[src/rtl/serial_operand_feeder.sv]
// Captures two N-bit operands on load and streams them LSB-first on x1/x2.
// Optional macro SINGLE_STEP_EN: advance one bit per synchronised press of step.
module serial_operand_feeder #(
  parameter int N  = 8,
  parameter int IW = 3
) (
  input  logic          CP,
  input  logic          CI,
  input  logic          load,
  input  logic [N-1:0]  A,
  input  logic [N-1:0]  B,
  input  logic          step,
  output logic          x1,
  output logic          x2,
  output logic          valid,
  output logic          first,
  output logic [IW-1:0] bit_idx,
  output logic          busy,
  output logic          done
);
  localparam logic [1:0] IDLE  = 2'd0;
  localparam logic [1:0] SHIFT = 2'd1;
  localparam logic [1:0] DONE  = 2'd2;
  localparam logic [IW-1:0] LAST = IW'(N - 1);

  logic [1:0]    state;
  logic [N-1:0]  sa, sb;
  logic [IW-1:0] cnt;
  logic          advance;

`ifdef SINGLE_STEP_EN
  // Two sync flops plus one history flop for rising-edge detection.
  logic [2:0] step_sync;
  always_ff @(posedge CP or posedge CI) begin
    if (CI) step_sync <= '0;
    else    step_sync <= {step_sync[1:0], step};
  end
  assign advance = step_sync[1] & ~step_sync[2];
`else
  logic unused_step;
  assign unused_step = step;
  assign advance     = 1'b1;
`endif

  always_ff @(posedge CP or posedge CI) begin
    if (CI) begin
      state <= IDLE;
      sa    <= '0;
      sb    <= '0;
      cnt   <= '0;
    end else begin
      case (state)
        IDLE: if (load) begin
          sa    <= A;
          sb    <= B;
          cnt   <= '0;
          state <= SHIFT;
        end
        SHIFT: if (advance) begin
          if (cnt == LAST) begin
            state <= DONE;
            cnt   <= '0;
          end else begin
            sa  <= sa >> 1;
            sb  <= sb >> 1;
            cnt <= cnt + 1'b1;
          end
        end
        DONE:    state <= IDLE;
        default: state <= IDLE;
      endcase
    end
  end

  assign valid   = (state == SHIFT);
  assign busy    = valid;
  assign done    = (state == DONE);
  assign x1      = sa[0] & valid;
  assign x2      = sb[0] & valid;
  assign bit_idx = cnt;
  assign first   = valid && (cnt == '0);
endmodule

[config.mk]
export PLATFORM = sky130hd
export DESIGN_NAME = serial_operand_feeder
export DESIGN_NICKNAME = d
export VERILOG_FILES = /design/src/rtl/serial_operand_feeder.sv
export SDC_FILE = /design/constraint.sdc
export NUM_CORES = 1
export LEC_CHECK = 0
export ABC_AREA = 0
export CAP_MARGIN = 5
export CORE_ASPECT_RATIO = 0.75
export CORE_MARGIN = 2
export CORE_UTILIZATION = 51
export DETAILED_ROUTE_END_ITERATION = 10
export HOLD_SLACK_MARGIN = 0.06
export PLACE_DENSITY = 0.83
export SLEW_MARGIN = 5
export SYNTH_ARGS = -nofsm -noshare
export SYNTH_HDL_FRONTEND = slang
export SYNTH_SLANG_ARGS = --single-unit
export TNS_END_PERCENT = 1
[constraint.sdc]
create_clock -name CP -period 4 [get_ports CP]
set_input_delay 0.8 -clock CP [delete_from_list [all_inputs] [get_ports CP]]
set_output_delay 0.8 -clock CP [all_outputs]
set_load 0.005 [all_outputs]
Yosys cells after proc, flatten, opt, wreduce, memory -nomap -nowiden
Cells that the tools add are included.
- equal/unequal tests: 6
- add/sub/neg operators: 1
- multiplexer cells: 12
- shift-type cells: 0
- $mul: 0
- divide/modulo/power cells: 0
- reduce and logical (&&, ||, !) cells: 7
- order comparisons: 0
- bitwise operators: 2
- operators with widths (cell ; count):
    2-to-1 mux 8 bit ; 4
    one-hot mux 8 bit (2 select lines) ; 2
    2-to-1 mux 3 bit ; 2
    one-hot mux 3 bit (2 select lines) ; 1
    2-to-1 mux 2 bit ; 2
    != test 2 bit (second input constant) ; 2
    one-hot mux 2 bit (2 select lines) ; 1
    AND reduction 2 bit ; 2
    adder 3 x 1 -> 3 bit (second input constant) ; 1
    == test 3 bit (second input constant) ; 1
    logical NOT 3 bit ; 1
    AND reduction 3 bit ; 1
    AND 1 bit ; 2
    == test 2 x 1 -> 1 bit (second input constant) ; 1
    == test 2 bit (second input constant) ; 1
    logical NOT 2 bit ; 1
    != test 2 x 1 -> 1 bit (second input constant) ; 1
    nonzero test 2 bit ; 1
    logical AND 1 bit ; 1
- bits in read-only memories: 0
- memories kept: 0
- output and inout port bits: 9
- bits in latches: 0
- memory bits (writable): 0
- bits in registers: 21

Logic depth before layout (Yosys ltp)
- depth in word-level cells: 3
- gate-level depth with buffers: 6
- depth with buffers taken out: 5

Least setup slack after synthesis
No wires, ideal clock.
- path type: register -> register
- start: register cnt[0] (netlist: bit_idx[0])
- end: register sa[3]
- period minus slack after synthesis: 1.832 ns
- setup time: 0.125 ns
- cell stages (with the launch flop): 7
- arrival time: 1.708 ns
- slack: 2.168 ns
- cells stage by stage: dfrtp_1 ha_1 ha_1 nand2b_1 a21oi_4 buf_4 mux2_2
- word-level cells in the longest chain between the ends: 3
- RTL lines (element ; RTL line ; RTL):
    from (decl) ; 28 ; logic [IW-1:0] cnt;
    from (signal assigned) ; 66 ; cnt <= cnt + 1'b1;
    == test 3 bit ; 60 ; if (cnt == LAST) begin
    != test 2 bit (no source line) ; - ;
    AND reduction 3 bit (no source line) ; - ;
    to (signal assigned) ; 64 ; sa <= sa >> 1;
    to (decl) ; 27 ; logic [N-1:0] sa, sb;
Every way passes these cells.
A chain may end at the register's enable or synchronous reset.

Final worst setup path
- start: register state[1]
- end: output port x2
- word-level cells in the longest chain between the ends: 2
- RTL lines (element ; RTL line ; RTL):
    from (decl) ; 26 ; logic [1:0] state;
    from (signal assigned) ; 47 ; state <= IDLE;
    from (signal assigned) ; 57 ; state <= SHIFT;
    from (signal assigned) ; 61 ; state <= DONE;
    == test 2 x 1 -> 1 bit ; 75 ; assign valid = (state == SHIFT);
    AND 1 bit ; 79 ; assign x2 = sb[0] & valid;
    to (decl) ; 14 ; output logic x2,
Every way passes these cells.

==> impl_results.md <==
- Switching power total: around 0.32 mW
- Routability Congestion: between 0.7 and 0.8
- Ant. Diodes: 0
- Number of search-and-repair iterations in the first detailed-routing pass: 2
- Number of I/O port buffers: 27
- Total gr overflow: 0
- Library cells used by synthesis: 22
- Initial antenna violation count: 0
- Type of origin of the critical path: register
- Req. time, crit path: 3.20 ns
- GRT Util Overall: between 10% and 20%
- Min-delay src: sa[5]
- FF+latch count, synth: 21
- Clock-pin slew of the registers on the worst-case setup and hold paths: between 0.1 and 0.15 ns
- Y dimension of the die: roughly 45 µm
- Cell count after synthesis: 84
- Critical Path, Cell by Cell: nand2b_1 > inv_2 > and2_1 > clkdlybuf4s50_1
- Effective utilization at floorplan: a little over half
- CTS Hold Buffers Added: 0
- Setup fix buffers added after clock tree synthesis: 0
- Register area share after synthesis: 47.1%
- Worst stage delay on the critical path: between 0.4 and 0.5 ns
- Horizontal die dimension: 58.0 µm
- Internal cell power: about 0.69 mW
- TritonCTS clock tree: done
- Most common library cell in the layout ignoring fill and taps: sky130_fd_sc_hd__clkdlybuf4s50_1
- Library cell used as clock root buffer: sky130_fd_sc_hd__clkbuf_4
- Cell class contributing the biggest share of worst-path delay: buffers and inverters
- Number of setup violations in the final report: 0
- Upper clock frequency limit: 335 MHz
- Maximum buffer depth of the clock tree: 2
- Avg Inst Size Synth: roughly 13 µm²
- Power share of the clock group: 10.0%
- P&R area growth vs syn: 26.5%
- Maximum fanout along the worst path: 12
- Highest-count cells in the layout ignoring fill and taps: 27 x sky130_fd_sc_hd__clkdlybuf4s50_1, 21 x sky130_fd_sc_hd__dfrtp_1, 12 x sky130_fd_sc_hd__mux2_2, 9 x sky130_fd_sc_hd__mux2_1, 8 x sky130_fd_sc_hd__mux2_4
- Kind of capture point of the worst setup path: output pin
- Area of the core region: 0.00203 mm²
- Residual DRC count: 0
- Yosys warning count: 0
- Instance count on the critical path: 4
- Final HPWL DP: approximately 1500 µm
- Via total after detailed routing: between 700 and 800
- RSZ-0062 raised after global routing: false
- Buffers plus inverters on the worst setup path: 2
- Final Skew: between 0.007 and 0.008 ns
- Sw Share: a little under a third
- Nets in the synthesized netlist: between 100 and 150
- Sequential share of power: roughly 37%
- Setup TNS: 0 ns
- Run status: finished clean
- Actual transition at the worst max-transition pin: 0.761 ns
- Latest clock arrival within the worst-skew pair: about 0.3 ns
- Worst-case reg-to-reg path depth: 5
- Comb power frac: 53.4%
- CP max-delay cell: sky130_fd_sc_hd__clkdlybuf4s50_1
- I/O pin cnt: 29
- Power density normalized to cell area: 715 mW/mm²
- Final hold vios: 0
- Leak: ~0.65 nW
- Drt first-iter violations: 8
- Worst slew margin: between 40% and 50%
- Min-delay worst type: register to register
- Detailed-route wire length per cell: approximately 15 µm
- Vias per inst: between 5 and 6
- Die area: approximately 0.0026 mm²
- Highest ir drop seen on vdd: 0.000545 V
- Share of layout cells above drive strength 1: between 20% and 30%
- Beginning of the worst register-to-register path: bit_idx[1]
- Detailed-route wire length: a little under 2000 µm
- Post-cts sizing count: 0
- Total CTS buffers: 3
- Max-cap violations: 0
- Count of nets after finishing: roughly 140
- Classification of the worst setup path: register to output pin
- Vias in the first global route: 732
- Post-route minimum period: between 2 and 3 ns
- Period utilisation layout: 74.7%
- Number of H-tree levels: 1
- Antenna-violating nets left: 0
- Wire length of the first global-routing pass: approximately 3500 µm
- Number of max-slew violations in the final report: 0
- Num Clock Sinks: 21
- Cell Rows: 14
- Worst Setup SP: state[1]
- Worst Hold Depth: 1
- Cell area after synthesis: 0.00112 mm²
- Final hold slack: between 0.5 and 0.6 ns
- Largest net degree at the start of global routing: 22
- Data arrival time of the worst path: about 2.2 ns
- Final standard cell utilization of the core: 69.5%
==> cell usage after synthesis (all sizes together) <==
master | n | area [µm²]
a21o | 1 | 7.51
a21oi | 3 | 26.3
nor2b | 4 | 25.0
nand2 | 2 | 7.51
nor2 | 1 | 3.75
and2 | 3 | 18.8
buf | 4 | 31.3
o21ai | 2 | 10.0
mux2 | 29 | 357
nand2b | 3 | 18.8
nor3b | 1 | 7.51
ha | 3 | 37.5
dfrtp | 21 | 526
o21bai | 1 | 7.51
inv | 4 | 15.0
a22o | 2 | 17.5
==> routing by layer <==
layer  part of all wire [%]  GRT usage [%]  up-vias
met3                    6.2           6.43        0
li1                       -              -      342
met4                      0           2.79        0
met1                     45           24.0      353
met2                     49           30.7       20
met5                      0              0        -
==> final timing paths <==
check                        endpoint  slack (ns)
max reg2reg                     sa[2]        2.00
max                                x2        1.01
max in group asynchronous  bit_idx[0]        2.61
min                             sa[5]        0.51
min reg2reg                     sa[5]        0.51
min in group asynchronous       sa[1]        0.92
==> power by group through the flow <==
| stage | Sequential (mW) | Combinational (mW) | Clock (mW) |
|---|---|---|---|
| floorplan | 0.357 | 0.412 | 0 |
| global placement | 0.367 | 0.524 | 0 |
| detailed placement | 0.375 | 0.545 | 0 |
| CTS | 0.370 | 0.550 | 0.104 |
| global route | 0.382 | 0.589 | 0.115 |
| finish | 0.369 | 0.539 | 0.101 |
==> registers in the layout, indices dropped and copies added (netlist names) <==
signal   cells
sa           8
sb           8
bit_idx      3
state        2
==> cells by family (layout without fill, tap and decap cells) <==
| family | count (synthesis) | after routing | share of synthesized area (%) |
|---|---|---|---|
| AOI/OAI and AO/OA | 9 | 9 | 6.17 |
| adders and majority gates | 3 | 3 | 3.36 |
| buffers and inverters | 8 | 35 | 4.15 |
| DFF | 21 | 21 | 47.1 |
| muxes | 29 | 29 | 32.0 |
| and+or+nand+nor | 14 | 14 | 7.29 |
==> stage by stage <==
stage	cell area (µm²)	setup slack (ns)	power, mW	instances
CTS	1410	0.975	1.02	135
finish	1410	1.01	1.01	135
global route	1410	0.847	1.09	135
detailed placement	1390	1.33	0.920	131
floorplan	1120	2.17	0.769	84
global placement	1390	1.34	0.891	131
==> cell type report <==
class	count	area (µm²)
timing repair buffer	27	270
fill	160	621
inverter	4	15.0
clock buffer	4	26.3
sequential	21	526
tap	24	30.0
multi-input combinational	55	544
(Power assumes the default switching activity.)
